<file path="src/rtl/image_frame_loader.sv">
// Frame loader: streams pixels into the processor data RAM, runs the processor, then streams the result back out.
// Build option FRAME_OUT_SAT_EN: read-back words above 255 saturate to 8'hFF instead of being truncated.
module image_frame_loader #(
    parameter int IMG_WORDS = 256,
    parameter int BASE_ADDR = 0
) (
    input  logic        clk,
    input  logic        rst,
    input  logic        start_load,
    input  logic        s_valid,
    output logic        s_ready,
    input  logic [7:0]  s_data,
    output logic        cpu_hold,
    input  logic        cpu_done,
    output logic        ram_we,
    output logic        ram_re,
    output logic [7:0]  ram_addr,
    output logic [15:0] ram_wdata,
    input  logic [15:0] ram_rdata,
    output logic        m_valid,
    input  logic        m_ready,
    output logic [7:0]  m_data,
    output logic        busy,
    output logic        frame_done
);
    typedef enum logic [2:0] {IDLE, LOAD, RUN, RD_ISSUE, RD_WAIT, OUT} state_t;

    localparam logic [8:0] LAST_IDX = 9'(IMG_WORDS - 1);
    localparam logic [7:0] BASE     = 8'(BASE_ADDR);

    state_t     state, state_next;
    logic [8:0] count;
    logic       s_hs, m_hs, last_px;

    // Buffer addresses wrap modulo 256, so only the low count bits matter here.
    function automatic logic [7:0] frame_addr(input logic [7:0] idx);
        return BASE + idx;
    endfunction

    function automatic logic [7:0] out_pixel(input logic [15:0] word);
`ifdef FRAME_OUT_SAT_EN
        if (word > 16'd255) return 8'hFF;
`endif
        return 8'(word);
    endfunction

    assign s_hs    = s_valid && (state == LOAD);
    assign m_hs    = m_valid && m_ready && (state == OUT);
    assign last_px = (count == LAST_IDX);

    always_ff @(posedge clk or posedge rst) begin
        if (rst) state <= IDLE;
        else     state <= state_next;
    end

    always_comb begin
        state_next = state;
        s_ready    = 1'b0;
        cpu_hold   = 1'b1;
        busy       = 1'b1;
        case (state)
            IDLE: begin
                busy = 1'b0;
                if (start_load) state_next = LOAD;
            end
            LOAD: begin
                s_ready = 1'b1;
                if (s_hs && last_px) state_next = RUN;
            end
            RUN: begin
                cpu_hold = 1'b0;
                if (cpu_done) state_next = RD_ISSUE;
            end
            RD_ISSUE: state_next = RD_WAIT;
            RD_WAIT:  state_next = OUT;
            OUT: begin
                if (m_hs) state_next = last_px ? IDLE : RD_ISSUE;
            end
            default: state_next = IDLE;
        endcase
    end

    // The read strobe is registered on entry to RD_ISSUE so the RAM word lands during RD_WAIT.
    always_ff @(posedge clk or posedge rst) begin
        if (rst) begin
            count      <= '0;
            ram_we     <= 1'b0;
            ram_re     <= 1'b0;
            ram_addr   <= BASE;
            ram_wdata  <= '0;
            m_valid    <= 1'b0;
            m_data     <= '0;
            frame_done <= 1'b0;
        end else begin
            ram_we     <= 1'b0;
            ram_re     <= 1'b0;
            frame_done <= 1'b0;
            case (state)
                IDLE: begin
                    if (start_load) count <= '0;
                end
                LOAD: begin
                    if (s_hs) begin
                        ram_we    <= 1'b1;
                        ram_addr  <= frame_addr(count[7:0]);
                        ram_wdata <= {8'h00, s_data};
                        count     <= count + 9'd1;
                    end
                end
                RUN: begin
                    if (cpu_done) begin
                        count    <= '0;
                        ram_re   <= 1'b1;
                        ram_addr <= frame_addr(8'd0);
                    end
                end
                RD_WAIT: begin
                    m_data  <= out_pixel(ram_rdata);
                    m_valid <= 1'b1;
                end
                OUT: begin
                    if (m_hs) begin
                        m_valid <= 1'b0;
                        count   <= count + 9'd1;
                        if (last_px) begin
                            frame_done <= 1'b1;
                        end else begin
                            ram_re   <= 1'b1;
                            ram_addr <= frame_addr(count[7:0] + 8'd1);
                        end
                    end
                end
                default: ;
            endcase
        end
    end

endmodule

</file>
<file path="config.mk">
export PLATFORM = sky130hd
export DESIGN_NAME = image_frame_loader
export DESIGN_NICKNAME = d
export VERILOG_FILES = /design/src/rtl/image_frame_loader.sv
export SDC_FILE = /design/constraint.sdc
export NUM_CORES = 1
export LEC_CHECK = 0
export ABC_AREA = 1
export CAP_MARGIN = 20
export CORE_MARGIN = 4
export CORE_UTILIZATION = 51
export CTS_BUF_LIST = sky130_fd_sc_hd__clkbuf_4
export CTS_CLUSTER_SIZE = 8
export DETAILED_ROUTE_END_ITERATION = 8
export GPL_TIMING_DRIVEN = 0
export PLACE_DENSITY = 0.88
export SLEW_MARGIN = 20
export SYNTH_ARGS = -nofsm -noshare
export SYNTH_HDL_FRONTEND = slang
export SYNTH_SLANG_ARGS = --single-unit
</file>
<file path="constraint.sdc">
create_clock -name clk -period 3.85 [get_ports clk]
set_input_delay 0.5775 -clock clk [delete_from_list [all_inputs] [get_ports clk]]
set_output_delay 0.5775 -clock clk [all_outputs]
set_load 0.01 [all_outputs]
</file>
==> results.toml <==
[logic_synthesis]
synth_cell_type_count = 23
synth_ff_type = "dfrtp_1"
synth_top_family_by_area = "simple AND/OR/NAND/NOR gates"
synth_edf_count = 0
ys_seq_elements = 40
async_reset_ff_share_pct = 100.0
muxShareOfSynthArea_pct = 0
ys_warn_count = 0
yosysMostFrequentCell = "nand2_1"
synth_compound_area_share_pct = 3.643
synthTopCellsByCount = "142 x nand2_1, 40 x dfrtp_1, 19 x nor2_1"
synth_top_area_share_pct = 48.57
synthAdderAreaFrac_pct = 1.821
synth.avg_cell_area_sq_um = 7.466
synth-xor-area-share_pct = 0
yosysTopAreaCell = "dfrtp_1"
synthSimpleGateAreaFrac_pct = 38.31
syn_inst = 276
synth.cell_area_sq_mm = 0.002061
synth.area.top_cells = "dfrtp_1 49%, nand2_1 26%, nor2_1 3.5%"
ys_seq_area_share_pct = 48.57

[drt]
vias = 1890
firstDrtPassIters = 7
dr.first_iter.drc_count = 129
drc = 0
avgViaCountPerCell = 4.821
wl_per_cell_um = 11.81
antenna_left = 0
wirelength_mm = 4.630

[sta]
fmax_ghz = 0.4259
finalSetupTns_ns = 0
hold_violations = 0
rsz0062_at_grt = "no"
post-route-min-period_ns = 2.348
finClkSkew_ns = 0.01147
finalMaxSlewViolations = 0
min_period_over_period_pct = 60.99
setup_viol = 0

[cts]
clk_latency_ns = 0.36
cts_num_sinks = 40
post_cts_buffers = 0
cts_buffer_depth = 2
root_buffer = "clkbuf_4"
cts_tree = "done"
clk_pin_slew_worst_paths_ns = 0.13
cts-resized-gates = 0
cts_inserted_buffers = 5
htreeDepth = 2
cts_hold_buf = 0

[floorplanning]
initial_core_util_pct = 54.64
core_sq_mm = 0.003771
chipHeight_um = 71.57
dieArea_sq_mm = 0.005122
rows = 22
ioPinCount = 69
die_x_um = 71.57

[outcome]
outcome = "complete, no violations"

[power_and_ir_drop]
p_sw_share_pct = 41.46
seq_power_share_pct = 34.9
p_switching_uw = 781.2
pwr-share-comb_pct = 50.3
vdd_ir_drop_max_uv = 510.1
p_leak_nw = 1.449
internal-power_mw = 1.103
power.density_mw_per_mm2 = 679.0
p_clk_share_pct = 14.8

[worst_setup_path]
worstSetupStartpointType = "flip-flop"
slowest_delay_ns = 0.58
worst-path-buf-inv = 1
path_class = "reg2out"
crit_chain = "nor2_1 -> nand2_1 -> clkdlybuf4s50_1"
crit_family = "buffers and inverters"
critical-path-slowest-cell = "clkdlybuf4s50_1"
critPathArrivalTime_ns = 1.77
cp.required_ns = 3.27
path_max_fanout = 7
critPathCaptureType = "primary output"

[grt]
grt_max_degree = 24
grt_usage_pct = 18.80
grt_pass1_vias = 1836
antenna_found_initial = 0
grt_pass1_wl_mm = 7.755
grt_overflow = 0

[placement]
hpwl_mm = 3.581
gp_congestion = 0.8549
port_buffers = 52

[finish]
fillers = 298
area_growth_pct = 34.67
n_antenna_cell = 0
nNetsFinal = 376
post-route-util_pct = 73.59
drive_gt1_share_pct = 10.47

[hold_path]
min_path_type = "reg2reg"

[flow_run]
drv_cap = 0
power groups by stage:
stage	Clock, mW	Sequential [mW]	Combinational, mW
6_report	0.278	0.658	0.948
5_1_grt	0.302	0.679	1.05
4_1_cts	0.285	0.657	0.960
3_5_place_dp	0	0.663	0.956
3_3_place_gp	0	0.658	0.924
2_1_floorplan	0	0.701	0.507
stage by stage:
| step | instance area [sq um] | worst slack, ns | hold slack, ns | cells | power [mW] |
|---|---|---|---|---|---|
| after floorplan | 2087 | 2.275 | 0.4419 | 283 | 1.208 |
| after global placement | 2668 | 1.507 | 0.4534 | 383 | 1.582 |
| after detailed placement | 2695 | 1.835 | 0.4570 | 384 | 1.619 |
| after CTS | 2775 | 1.492 | 0.4848 | 392 | 1.902 |
| after global routing | 2775 | 1.409 | 0.5118 | 392 | 2.034 |
| final | 2775 | 1.502 | 0.4793 | 392 | 1.884 |
worst register-to-register path: cells and delay by family (launching register included):
kind	cells	cell delay, ns
adders and majority gates	2	0.40
buffers and inverters	2	0.15
and+or+nand+nor	8	0.80
DFF	1	0.43
path summary, 6_finish.rpt:
| check | start | end | slack [ns] | cells after the start |
|---|---|---|---|---|
| min reg2reg | ram_addr[2] | ram_addr[2] | 0.48 | 2 |
| max | state[2] | cpu_hold | 1.50 | 3 |
| min | ram_addr[2] | ram_addr[2] | 0.48 | 2 |
| max reg2reg | count[0] | ram_addr[4] | 2.01 | 12 |
| max in group asynchronous | rst | ram_addr[0] | 2.89 | 3 |
| min in group asynchronous | rst | m_data[6] | 0.51 | 2 |
metal layers:
metal  share of wire [%]  GRT usage (%)  vias up  routed length [um]
li1                    -              -      964                   -
met1                  39          20.93      851                1812
met2                  50          32.96       67                2307
met3                 9.7          7.574        8                 449
met4                 1.3          5.428        0                  60
met5                   0              0        -                   0
cells by family after synthesis:
group                    Yosys count
buffers and inverters             31
flip-flops                        40
other                              1
adder cells (fa/ha/maj)            3
AND/OR/NAND/NOR                  188
AO/OA/AOI/OAI                     13
state kept, by name, summed over array words and instances (netlist names):
name        cells
count           9
state           3
m_data          8
ram_we          1
ram_addr        8
m_valid         1
ram_wdata       8
frame_done      1
ram_re          1
cell type report:
type                            count  area [sq um]  share of cell area (%)
Multi-Input combinational cell    212         932.1                   33.59
Timing Repair Buffer               53         548.0                   19.75
Sequential cell                    40          1001                   36.07
Clock buffer                        5         37.54                   1.353
Inverter                           21         78.83                   2.840
Tap cell                           48         60.06                   2.164
Buffer                             10         75.07                   2.705
Clock inverter                      3         42.54                   1.533
layout by cell type (no fill, tap or decap), types with 2 or more instances in the layout:
cell,synthesis,layout
nor2_4,4,4
o22ai_1,2,2
o21bai_1,3,3
ha_1,3,3
nand2_2,6,6
o21ai_0,7,7
dfrtp_1,40,40
clkbuf_4,0,5
inv_2,4,5
nor2_1,19,19
conb_1,1,8
buf_4,8,8
clkdlybuf4s50_1,0,52
nand2_1,142,142
nand3b_1,2,2
inv_1,16,15
nand3_1,11,11
Note: power is estimated with default switching activity, not from simulation.
